## config.mk

```make
export PLATFORM = sky130hd
export DESIGN_NAME = ffs_slot_pool
export DESIGN_NICKNAME = d
export VERILOG_FILES = /design/src/rtl/ffs_slot_pool.sv
export SDC_FILE = /design/constraint.sdc
export NUM_CORES = 1
export LEC_CHECK = 0
export CAP_MARGIN = 0
export CELL_PAD_IN_SITES_DETAIL_PLACEMENT = 1
export CELL_PAD_IN_SITES_GLOBAL_PLACEMENT = 1
export CORE_AREA = 3 3 56 58
export DETAILED_ROUTE_END_ITERATION = 6
export DIE_AREA = 0 0 59 61
export GPL_ROUTABILITY_DRIVEN = 0
export PLACE_DENSITY_LB_ADDON = 0.1
export SYNTH_ARGS = -nofsm -noshare
export SYNTH_HDL_FRONTEND = slang
export SYNTH_SLANG_ARGS = --single-unit
```

## constraint.sdc

```tcl
create_clock -name i_clk -period 3.22 [get_ports i_clk]
set_input_delay 0.644 -clock i_clk [delete_from_list [all_inputs] [get_ports i_clk]]
set_output_delay 0.644 -clock i_clk [all_outputs]
set_load 0.01 [all_outputs]
```

## src/rtl/ffs_slot_pool.sv

```systemverilog
// Free-slot allocator: MSB-first find-first-set offers the next free slot, the free side re-sets a decoded slot bit.
// Optional FFS_SLOT_POOL_DOUBLE_FREE_CHK_EN adds a sticky double-free flag plus a simulation assertion.
module ffs_slot_pool #(
  parameter int N_CANDIDATES = 8
) (
  input  logic                            i_clk,
  input  logic                            i_reset,
  output logic                            o_alloc_valid,
  input  logic                            i_alloc_ready,
  output logic [$clog2(N_CANDIDATES)-1:0] o_alloc_index,
  input  logic                            i_free_valid,
  output logic                            o_free_ready,
  input  logic [$clog2(N_CANDIDATES)-1:0] i_free_index,
  output logic [N_CANDIDATES-1:0]         o_free_map,
  output logic [$clog2(N_CANDIDATES):0]   o_count,
  output logic                            o_empty,
  output logic                            o_full,
  output logic                            o_err_double_free
);
  localparam int IW = $clog2(N_CANDIDATES);

  logic [N_CANDIDATES-1:0] free_map, map_next, alloc_mask, free_mask;
  logic [IW:0]             count, count_next;
  logic [IW-1:0]           alloc_index;
  logic                    alloc_fire, free_fire, double_free, valid_free;

  // Slot k lives at bit N-1-k; scanning k downward leaves the lowest free k.
  always_comb begin
    alloc_index = '0;
    for (int k = N_CANDIDATES - 1; k >= 0; k--)
      if (free_map[N_CANDIDATES-1-k]) alloc_index = IW'(k);
  end

  for (genvar g = 0; g < N_CANDIDATES; g++) begin : g_dec
    assign alloc_mask[g] = (alloc_index  == IW'(N_CANDIDATES - 1 - g));
    assign free_mask[g]  = (i_free_index == IW'(N_CANDIDATES - 1 - g));
  end

  assign alloc_fire  = o_alloc_valid && i_alloc_ready;
  assign free_fire   = i_free_valid;
  assign double_free = free_fire && |(free_map & free_mask);
  assign valid_free  = free_fire && !double_free;

  // Clear is applied after set so a same-slot alloc/free ends allocated.
  always_comb begin
    map_next = free_map;
    if (valid_free) map_next = map_next | free_mask;
    if (alloc_fire) map_next = map_next & ~alloc_mask;
    count_next = count - (IW+1)'(alloc_fire) + (IW+1)'(valid_free);
  end

  always_ff @(posedge i_clk) begin
    if (i_reset) begin
      free_map <= '1;
      count    <= (IW+1)'(N_CANDIDATES);
    end else begin
      free_map <= map_next;
      count    <= count_next;
    end
  end

  assign o_alloc_valid = |free_map;
  assign o_alloc_index = alloc_index;
  assign o_free_ready  = 1'b1;
  assign o_free_map    = free_map;
  assign o_count       = count;
  assign o_empty       = (count == '0);
  assign o_full        = (count == (IW+1)'(N_CANDIDATES));

`ifdef FFS_SLOT_POOL_DOUBLE_FREE_CHK_EN
  logic err_q;
  always_ff @(posedge i_clk) begin
    if (i_reset) err_q <= 1'b0;
    else if (double_free) err_q <= 1'b1;
  end
  assign o_err_double_free = err_q;

`ifndef SYNTHESIS
  a_no_double_free: assert property (@(posedge i_clk) disable iff (i_reset) !double_free)
    else $error("double free of slot %0d", i_free_index);
`endif
`else
  assign o_err_double_free = 1'b0;
`endif
endmodule

```

Yosys cells after proc, flatten, opt, wreduce, memory -nomap -nowiden
Index checks and enable logic that the tools add are counted.
{"block": "totals", "register_bits": 12, "latchBits": 0, "ram_bits": 0, "elab_cells": 42, "memories": 0, "rom_bits": 0}
{"block": "classes", "eq_ne": 15, "multipliers": 0, "reduce_logical": 9, "shifts": 0, "n_addsub": 2, "mux": 10, "n_div": 0, "n_lt_le_gt_ge": 0, "bitwise": 4}
{"op": "3-bit equality test, second input constant", "n": 8}
{"op": "3-bit two-way mux", "n": 8}
{"op": "8-bit bitwise AND", "n": 2}
{"op": "8-bit two-way mux", "n": 2}
{"op": "8-bit OR reduction", "n": 2}
{"op": "3-bit by 2-bit equality test with 1-bit output, second input constant", "n": 4}
{"op": "8-bit inverter", "n": 1}
{"op": "8-bit bitwise OR", "n": 1}
{"op": "3-bit by 1-bit equality test with 1-bit output, second input constant", "n": 2}
{"op": "3-bit logical NOT", "n": 2}
{"op": "4-bit by 1-bit adder with 4-bit output", "n": 1}
{"op": "4-bit equality test, second input constant", "n": 1}
{"op": "4-bit logical NOT", "n": 1}
{"op": "4-bit by 1-bit subtractor with 4-bit output", "n": 1}
{"op": "1-bit logical AND", "n": 3}
{"op": "1-bit logical NOT", "n": 1}

Depth between registers and ports, before layout
Gate-level depths: netlist of run 1.
{"block": "logic_depth", "depth_word": 12, "ltp_mapped": 12}

Least setup slack after synthesis of run 1
OpenSTA, ideal clock, no wires.
{"block": "synth_timing", "path_type": "input-to-reg", "startpoint": "in i_free_index[0]", "endpoint": "reg count[2], in the netlist o_count[2]", "setup_ns": 0.127, "path_slack_ns": 0.535, "t_arrival_ns": 2.559, "path_stages": 12, "path_cell_list": "buf_6 > mux2_4 > a22oi_1 > nor2_1 > a311o_1 > ha_1 > inv_1 > ha_1 > inv_1 > fa_1 > xor2_1 > nor2_1"}
{"block": "synth_via", "elab_chain_len": 7, "elab_cells_between_ends": 14, "cone_classes": "add/sub (1); eq/ne (7); bitwise (1); reduce/logical (5)"}
{"element": "start, declared", "line_no": "13", "text": "input logic [$clog2(N_CANDIDATES)-1:0] i_free_index,"}
{"element": "3-bit equality test (tied with other cells)", "line_no": "36", "text": "assign free_mask[g] = (i_free_index == IW'(N_CANDIDATES - 1 - g));"}
{"element": "8-bit bitwise AND (*)", "line_no": "41", "text": "assign double_free = free_fire && |(free_map & free_mask);"}
{"element": "8-bit OR reduction (*)", "line_no": "41"}
{"element": "1-bit logical AND (*)", "line_no": "41"}
{"element": "1-bit logical NOT (*)", "line_no": "42", "text": "assign valid_free = free_fire && !double_free;"}
{"element": "1-bit logical AND (*)", "line_no": "42"}
{"element": "4-bit by 1-bit adder with 4-bit output (*)", "line_no": "49", "text": "count_next = count - (IW+1)'(alloc_fire) + (IW+1)'(valid_free);"}
{"element": "end signal, assigned", "line_no": "55", "text": "count <= (IW+1)'(N_CANDIDATES);"}
{"element": "end signal, assigned", "line_no": "58", "text": "count <= count_next;"}
{"element": "end, declared", "line_no": "23", "text": "logic [IW:0] count, count_next;"}
Every way passes the cells marked *; elsewhere a longest branch is shown, timed or not.
A chain may end at the register's enable or synchronous reset.

Worst setup path in the final report of run 1
Same ends and word-level chain as after synthesis.

==> results of run 1 <==
-- through the flow --
stage | TNS (ns) | instances | hold WS, ns | utilization, % | setup WS (ns)
floorplan | 0 | 101 | 0.575 | - | 0.535
global placement | 0 | 156 | 0.572 | 41.5 | 0.0314
detailed placement | -0.106 | 156 | 0.583 | 41.5 | -0.0771
CTS | 0 | 160 | 0.605 | 42.8 | 0.204
global route | 0 | 160 | 0.643 | 42.8 | 0.0667
finish | 0 | 160 | 0.608 | 42.8 | 0.221
-- critical path, cell delays in order --
cell             delay, ns
clkdlybuf4s50_1       0.57
mux2_4                0.32
a22oi_1               0.19
nor2_1                0.06
a311o_1               0.27
ha_1                  0.27
inv_1                 0.06
ha_1                  0.16
inv_1                 0.05
fa_1                  0.38
xor2_1                0.15
nor2_1                0.05
-- power groups by stage --
stage	clock network (mW)	registers (mW)	logic, mW
floorplan	0	0.206	0.148
global placement	0	0.213	0.249
detailed placement	0	0.214	0.259
CTS	0.130	0.212	0.261
global route	0.137	0.218	0.284
finish	0.125	0.213	0.255
-- flip-flops by register name (all words and copies together) (netlist names) --
name / flops
o_free_map: 8
o_count: 4
-- placed cells by master (no fill, tap or decap), types with 2 or more instances in the layout --
master and instances:
clkbuf_4 3, nor2b_1 5, and3_1 2, buf_4 7, o21bai_1 2, a31oi_1 2, ha_1 6, nand2b_1 3
clkdlybuf4s50_1 24, dfxtp_1 12, conb_1 2, a21oi_1 7, nor2_1 9, inv_1 10, nand2_1 4, nor3b_1 3
o32a_1 3, nor3_1 3
-- synthesized netlist by cell type, drive strengths merged --
master | count | area [um^2]
dfxtp | 12 | 240
inv | 10 | 37.5
nor2 | 9 | 33.8
a21oi | 7 | 35.0
ha | 6 | 75.1
nor2b | 5 | 31.3
clkbuf | 4 | 15.0
nand2 | 4 | 15.0
buf | 3 | 26.3
nand2b | 3 | 18.8
nor3 | 3 | 15.0
nor3b | 3 | 22.5
o32a | 3 | 30.0
a31oi | 2 | 12.5
and3 | 2 | 12.5
conb | 2 | 7.51
nor4 | 2 | 18.8
o21ai | 2 | 10.0
o21bai | 2 | 15.0
a21boi | 1 | 7.51
a21o | 1 | 7.51
a22oi | 1 | 7.51
a2bb2oi | 1 | 8.76
a311o | 1 | 10.0
and3b | 1 | 8.76
fa | 1 | 20.0
mux2 | 1 | 15.0
mux2i | 1 | 10.0
nand3b | 1 | 7.51
nand4 | 1 | 6.26
o21ba | 1 | 10.0
o221ai | 1 | 8.76
o41ai | 1 | 8.76
or4 | 1 | 7.51
xnor2 | 1 | 8.76
xor2 | 1 | 8.76
-- final cells by class --
| type | instances | area share [%] |
|---|---|---|
| Multi-Input combinational cell | 72 | 44.3 |
| Timing Repair Buffer | 31 | 25.2 |
| Sequential cell | 12 | 20.7 |
| Tap cell | 31 | 3.34 |
| Inverter | 10 | 3.24 |
| Clock buffer | 4 | 3.13 |
-- worst paths after layout --
check	depth (start not counted)	startpoint	end	slack (ns)
worst min-delay path	1	o_free_map[4]	o_free_map[4]	0.61
worst min register to register	1	o_free_map[4]	o_free_map[4]	0.61
worst max register to register	11	o_free_map[6]	o_count[2]	0.81
worst max-delay path	12	i_free_index[0]	o_count[2]	0.22
-- logic make-up after synthesis --
group	count (synthesis)	synth area share, %
adders and majority gates	7	11.4
muxes	2	3.00
xor gates and xnor gates	2	2.10
buffers and inverters	17	9.46
other	2	0.901
DFF	12	28.8
AOI/OAI and AO/OA	24	20.6
and+or+nand+nor	35	23.7
-- layer usage --
layer  vias up  wire [um]  GRT usage (%)
met1       407       1290           21.6
met5         -          0              0
met2        23       1120           24.3
met4         0         10           6.80
met3         2        115           2.98
li1        403          -              -
==> metrics.md, run 1 <==
| Metric | Value |
|---|---|
| Clk network pwr share | between 20% and 30% |
| FP Rows | 19 |
| Worst hold path type | reg2reg |
| Vias in the first global route | slightly above 900 |
| Diodes inserted | 0 |
| PostCTS Resize Cnt | 0 |
| Layout cells sized above 1 | a little over a tenth |
| Worst Path Class, Setup | in2reg |
| Max rail drop VDD | between 300 and 400 uV |
| Starting Density | 30.7% |
| Switching Fraction | about a third |
| Largest net degree at the start of global routing | 14 |
| DRT antenna net count | 0 |
| First-pass GRT wire length | 4330 um |
| Synthesized area | roughly 830 um^2 |
| Final hold vios | 0 |
| Slew Viols, Final | 0 |
| TritonRoute pass-1 iters | 4 |
| Cell Area, Placed | roughly 0.0011 mm^2 |
| Worst skew pair latency | roughly 0.28 ns |
| Worst Setup Start Kind | primary input |
| Sw Pwr | slightly above 0.2 mW |
| CP max FO | 5 |
| GRT Overall Usage | between 10% and 20% |
| PD cells | roughly 500 mW/mm^2 |
| # DRC | 0 |
| Synthesized netlist cell count | about 100 |
| Critical path endpoint category | register |
| DP HPWL | 1980 um |
| Via count | ~840 |
| Reg clk slew, reported paths | approximately 0.090 ns |
| GRT overflow | 0 |
| Clock Path Buffers | 2 |
| Die Area | around 0.0036 mm^2 |
| Worst clock skew | roughly 0.010 ns |
| Max-cap violation count | 0 |
| # hold bufs at CTS | 0 |
| Avg Inst Size Synth | approximately 8.3 um^2 |
| Fin crit share | between 90% and 100% |
| Iter 0 DRT Violations | 13 |
| Port Buf Inserts | 24 |
| Combinational share of power | a little over two fifths |
| Routed WL | around 2500 um |
| Syn Nets | roughly 120 |
| Synthesis-stage register bit count | 12 |
| Initial antenna violation count | 0 |
| Sink Count | 12 |
| Fmax achieved | about 330 MHz |
| Fin area | ~0.0012 mm^2 |
| Netlist cell types | 39 |
| Register Area | 240 um^2 |
| Total CTS buffers | 3 |
| Via-per-instance ratio | roughly 5.2 |
| RSZ-0062 raised after global routing | false |
| Status | finished, final reports clean |
| Total Power | 0.593 mW |
| I/O pin cnt | 27 |
| Relative slew slack | 64.4% |
| Die height | 61 um |
| Seq/Total Area, Yosys | 28.8% |
| Slew @ Worst Pin | approximately 0.53 ns |
| DIE WIDTH | roughly 59 um |
| Data arrival time of the worst path | about 3.2 ns |
| CTS tree | done |
| Total core area | between 0.002 and 0.003 mm^2 |
| Sequential fraction of design power | around 36% |
| Setup violations, final | 0 |
| Post CTS Setup Buffer Count | 0 |
| Area of the multi-input gates | approximately 510 um^2 |
| Area Growth Syn to Fin | 39.2% |
| Routed wire per std cell | 15.9 um |
| Leak | about 0.50 nW |
| Clk root buf | clkbuf_4 |
| Final nets | about 140 |
| Fill count | between 300 and 400 |
| H-Tree Depth | 1 |
| Syn. warnings | 0 |
| Internal | ~0.39 mW |
| Critical Path RT | between 3 and 4 ns |
| Final min period | 3.00 ns |
Note: power is estimated with default switching activity, not from simulation.
==> inputs of run 2 (changes only) <==
SLEW_MARGIN = 15   (was default)
clock period = 2.95 ns   (was 3.22 ns; I/O delays follow)
==> metrics.md, run 2 (synthesis gave the netlist of run 1 again) <==
| Metric | Value |
|---|---|
| Status | finished, final reports clean |
| Area Growth Syn to Fin | 39.0% |
| Worst clock skew | 0.00609 ns |
| Via-per-instance ratio | 5.23 |
| Die Area | 0.00360 mm^2 |
| Routed wire per std cell | between 10 and 15 um |
| Via count | between 800 and 900 |
| H-Tree Depth | 1 |
| Register Area | about 240 um^2 |
| Final nets | 145 |
| RR Startpoint | o_free_map[6] |
| GRT Max-Usage Layer | met2 |
| Clock Path Buffers | 2 |
| Final hold vios | 0 |
| Total Power | just over 0.6 mW |
| Starting Density | ~31% |
| GRT overflow | 0 |
| Fmax achieved | about 380 MHz |
| M2 GR Usage | 22.1% |
| Worst Path Class, Setup | in2reg |
| Fin crit share | around 90% |
| Crit path from | i_free_index[2] |
| Reg-to-Reg End | o_count[2] |
| M1 GR Usage | about a fifth |
| Diodes inserted | 0 |
| FP Rows | 19 |
| Clk network pwr share | between 10% and 20% |
| Leak | 0.512 nW |
| First-pass GRT wire length | about 4000 um |
| Total CTS buffers | 3 |
| Data arrival time of the worst path | 2.84 ns |
| Area of the multi-input gates | around 500 um^2 |
| Port Buf Inserts | 24 |
| Sequential fraction of design power | between 30% and 40% |
| Fin area | about 0.0012 mm^2 |
| Layout cells sized above 1 | 10.9% |
| # DRC | 0 |
| Worst Setup Start Kind | primary input |
| Switching Fraction | ~36% |
| Final min period | around 2.7 ns |
| Initial antenna violation count | 0 |
| CP max FO | 2 |
| Die height | just over 60 um |
| DRT antenna net count | 0 |
| I/O pin cnt | 27 |
| Internal | ~0.39 mW |
| Cell Area, Placed | approximately 0.0011 mm^2 |
| Most common cell after layout, fill and taps aside | clkdlybuf4s50_1 |
| Met3 usage in global routing | about 3.4% |
| R2r setup slk | approximately 0.6 ns |
| CTS tree | done |
| Critical path endpoint category | register |
| Combinational share of power | between 40% and 50% |
| Most frequent cells in the layout | clkdlybuf4s50_1, dfxtp_1, inv_1, nor2_1, buf_4 |
| Total negative slack | 0 ns |
| PD cells | 528 mW/mm^2 |
| Sink Count | 12 |
| Max rail drop VDD | 384 uV |
| DIE WIDTH | 59 um |
| Worst skew pair latency | approximately 0.28 ns |
| Sw Pwr | between 0.2 and 0.25 mW |
| DP HPWL | 1870 um |
| Worst hold path type | reg2reg |
| Max-cap violation count | 0 |
| Setup violations, final | 0 |
| Reg clk slew, reported paths | around 0.080 ns |
| Post CTS Setup Buffer Count | 0 |
| Fill count | ~320 |
| Clk root buf | clkbuf_4 |
| Slew Viols, Final | 0 |
| Max reg flops | 8 |
| Total core area | between 0.002 and 0.003 mm^2 |
| Largest net degree at the start of global routing | 13 |
| TritonRoute pass-1 iters | 4 |
| # hold bufs at CTS | 0 |
| Iter 0 DRT Violations | 13 |
| Critical Path RT | ~3.1 ns |
| Worst Setup EP | o_count[2] |
| Worst reg-to-reg path cell count | 11 |
| GRT Overall Usage | between 10 and 15% |
| RSZ-0062 raised after global routing | false |
| Routed WL | between 2000 and 2500 um |
| Vias in the first global route | about 860 |
run 2: cell count changes in the layout (fill, tap and decap cells not counted), sizes merged:
cell	delta
clkbuf	-1
clkdlybuf4s50	-2
buf	+1
dlymetal6s2s	+2
run 2: worst max-delay path: stages:
cell and delay [ns]:
clkdlybuf4s50_1 0.49, mux2i_1 0.19, o221ai_1 0.15, a311o_1 0.33
ha_1 0.27, inv_1 0.05, ha_1 0.15, inv_1 0.05
fa_1 0.37, xor2_1 0.14, nor2_1 0.05
run 2: layout make-up:
| cell class | count | share of cell area (%) |
|---|---|---|
| multi-input cells | 72 | 44.4 |
| repair buffers | 32 | 26.3 |
| flip-flops and latches | 12 | 20.7 |
| well taps | 31 | 3.35 |
| inverters | 10 | 3.24 |
| clock buffers | 3 | 1.94 |
run 2: through the flow:
step                util [%]  hold slack, ns  std cells  setup slack [ns]
global placement        41.7           0.571        157            -0.185
detailed placement      41.7           0.582        157            -0.256
global route            42.8           0.628        160            0.0813
CTS                     42.6           0.608        160            0.0418
floorplan                  -           0.575        101             0.319
finish                  42.8           0.604        160             0.284
run 2: power by group through the flow:
stage / Clock (mW) / Sequential [mW] / Combinational, mW
floorplan: 0 / 0.225 / 0.162
global placement: 0 / 0.232 / 0.274
detailed placement: 0 / 0.234 / 0.281
CTS: 0.108 / 0.231 / 0.282
global route: 0.117 / 0.239 / 0.308
finish: 0.105 / 0.230 / 0.276
run 2: worst min path at each step:
stage | slack (ns) | to | cells past startpoint | from
global placement | 0.57 | o_free_map[4] | 1 | o_free_map[4]
CTS | 0.61 | o_free_map[4] | 1 | o_free_map[4]
finish | 0.60 | o_free_map[4] | 1 | o_free_map[4]
floorplan | 0.57 | o_free_map[0] | 2 | o_free_map[0]
detailed placement | 0.58 | o_free_map[4] | 1 | o_free_map[4]
global route | 0.63 | o_free_map[4] | 1 | o_free_map[4]
run 2: per-layer routing:
metal | up-vias | part of all wire (%)
li1 | 405 | -
met1 | 397 | 51
met2 | 30 | 41
met3 | 5 | 6.6
met4 | 0 | 1.8
met5 | - | 0
run 2: repair_timing:
action                                  in CTS  in global routing
endpoints found under the hold margin        0                  0
resized for setup                            0                  2
endpoints found under the setup margin       0                  3
==> inputs of run 3 (changes only) <==
ABC_CLOCK_PERIOD_IN_PS = 2950   (was default)
GPL_ROUTABILITY_DRIVEN = default   (was 0)
REMOVE_ABC_BUFFERS = 1   (was default)
==> metrics.md, run 3 (synthesis gave the netlist of run 1 again) <==
| Metric | Value |
|---|---|
| Combinational share of power | 45.6% |
| Via-per-instance ratio | a little over 5 |
| Iter 0 DRT Violations | 25 |
| Worst Path Class, Setup | in2reg |
| I/O pin cnt | 27 |
| Worst reg-to-reg path cell count | 11 |
| Total CTS buffers | 3 |
| Hold depth | 1 |
| First-pass GRT wire length | 4280 um |
| Data arrival time of the worst path | 2.95 ns |
| CP max FO | 10 |
| Max incr delay on CP | 0.50 ns |
| Largest net degree at the start of global routing | 13 |
| Setup Slack @ Placement | -0.316 ns |
| Worst hold path type | reg2reg |
| Total core area | roughly 0.0027 mm^2 |
| Hold_ws | approximately 0.6 ns |
| DRT antenna net count | 0 |
| Area Growth Syn to Fin | 40.4% |
| Clk root buf | clkbuf_4 |
| Routed wire per std cell | between 15 and 20 um |
| Levels on crit path | 13 |
| Total Power | roughly 0.62 mW |
| Final hold vios | 0 |
| CTS tree | done |
| Most used cell, CP | nor2_1 |
| GRT overflow | 0 |
| Fin crit share | 93.9% |
| Max-cap violation count | 0 |
| DP HPWL | 2060 um |
| Clock Path Buffers | 2 |
| CP top delay family | adder cells |
| Final Wtd Congestion | roughly 0.75 |
| Leak | 0.514 nW |
| RSZ-0062 raised after global routing | false |
| Final nets | 147 |
| Layout cells sized above 1 | between 10% and 20% |
| Via count | ~830 |
| Area of the multi-input gates | 514 um^2 |
| Worst Setup Slack, final | around 0.18 ns |
| Die height | 61 um |
| GRT Overall Usage | between 15 and 20% |
| Sequential fraction of design power | 36.8% |
| Reg clk slew, reported paths | roughly 0.080 ns |
| Fill count | ~350 |
| Routed WL | about 2600 um |
| Most frequent cells in the layout | clkdlybuf4s50_1, dfxtp_1, inv_1, buf_4, nor2_1 |
| Starting Density | between 30% and 40% |
| Register Area | between 200 and 250 um^2 |
| PD cells | about 530 mW/mm^2 |
| Internal | just under 0.4 mW |
| Max reg flops | 8 |
| Initial antenna violation count | 0 |
| Port Buf Inserts | 24 |
| Vias in the first global route | around 890 |
| Critical-path cell list | clkdlybuf4s50_1 -> buf_4 -> nor2_1 -> a22oi_1 -> nor2_1 -> a311o_1 -> ha_1 -> inv_1 -> ha_1 -> inv_1 -> fa_1 -> xor2_1 -> nor2_1 |
| Max rail drop VDD | 310 uV |
| Slowest CP cell | clkdlybuf4s50_1 |
| Most common cell after layout, fill and taps aside | clkdlybuf4s50_1 |
| # DRC | 0 |
| Post CTS Setup Buffer Count | 0 |
| Status | finished, final reports clean |
| DIE WIDTH | 59 um |
| Clk network pwr share | ~18% |
| Worst Setup Start Kind | primary input |
| Worst path buffer plus inverter count | 4 |
| Sw Pwr | about 0.23 mW |
| Worst clock skew | roughly 0.0034 ns |
| Setup violations, final | 0 |
| Switching Fraction | a little over a third |
| FP Rows | 19 |
| Sink Count | 12 |
| TritonRoute pass-1 iters | 4 |
| Final min period | approximately 2.8 ns |
| Critical path endpoint category | register |
| Worst skew pair latency | 0.28 ns |
| Critical Path RT | around 3.1 ns |
| Fmax achieved | between 300 and 400 MHz |
| H-Tree Depth | 1 |
| Slew Viols, Final | 0 |
| Diodes inserted | 0 |
| Die Area | ~0.0036 mm^2 |
==> run 3: cell types whose count changed in the layout (fill, tap and decap cells not counted) <==
cell,change
buf_4,+2
dlymetal6s2s_1,-1
dlygate4sd2_1,+1
==> run 3: final timing paths <==
path	from	to	slack (ns)
max	i_free_index[2]	o_count[2]	0.18
min reg2reg	o_free_map[4]	o_free_map[4]	0.58
max reg2reg	o_free_map[6]	o_count[2]	0.50
min	o_free_map[4]	o_free_map[4]	0.58
==> run 3: final cells by class <==
type	instances	share of cell area (%)
Multi-Input combinational cell	72	44.0
Sequential cell	12	20.5
Clock buffer	3	1.93
Timing Repair Buffer	34	27.1
Inverter	10	3.21
Tap cell	31	3.32
==> run 3: per-stage QoR <==
step                instances  setup TNS (ns)  area, um^2  util, %
floorplan                  94               0         792        -
global placement          159          -0.554        1150     42.3
detailed placement        159          -0.803        1150     42.3
CTS                       162               0        1170     43.1
global route              162               0        1170     43.2
finish                    162               0        1170     43.2
==> run 3: routing by layer <==
layer  part of all wire [%]  global-route usage, %
met1                     43                   19.3
met2                     51                   28.4
met3                    4.2                   3.62
met4                    2.0                   6.80
met5                      0                      0
==> run 3: what timing repair did <==
action                                  in CTS  in global routing
endpoints found under the setup margin       1                  2
hold buffers                                 0                  0
resized for setup                            1                  1
pin swaps                                    0                  1
==> run 3: power by group through the flow <==
stage | Combinational [mW] | Clock, mW | Sequential (mW)
floorplan | 0.141 | 0 | 0.235
global placement | 0.281 | 0 | 0.232
detailed placement | 0.289 | 0 | 0.233
CTS | 0.292 | 0.114 | 0.231
global route | 0.320 | 0.120 | 0.239
finish | 0.285 | 0.110 | 0.230
==> run 3: worst reg2reg max path: stages (launching register included) <==
cell	delay (ns)
dfxtp_1	0.38
and3b_1	0.20
a21oi_1	0.12
o221ai_1	0.15
a311o_1	0.35
ha_1	0.27
inv_1	0.06
ha_1	0.17
inv_1	0.06
fa_1	0.38
xor2_1	0.17
nor2_1	0.05
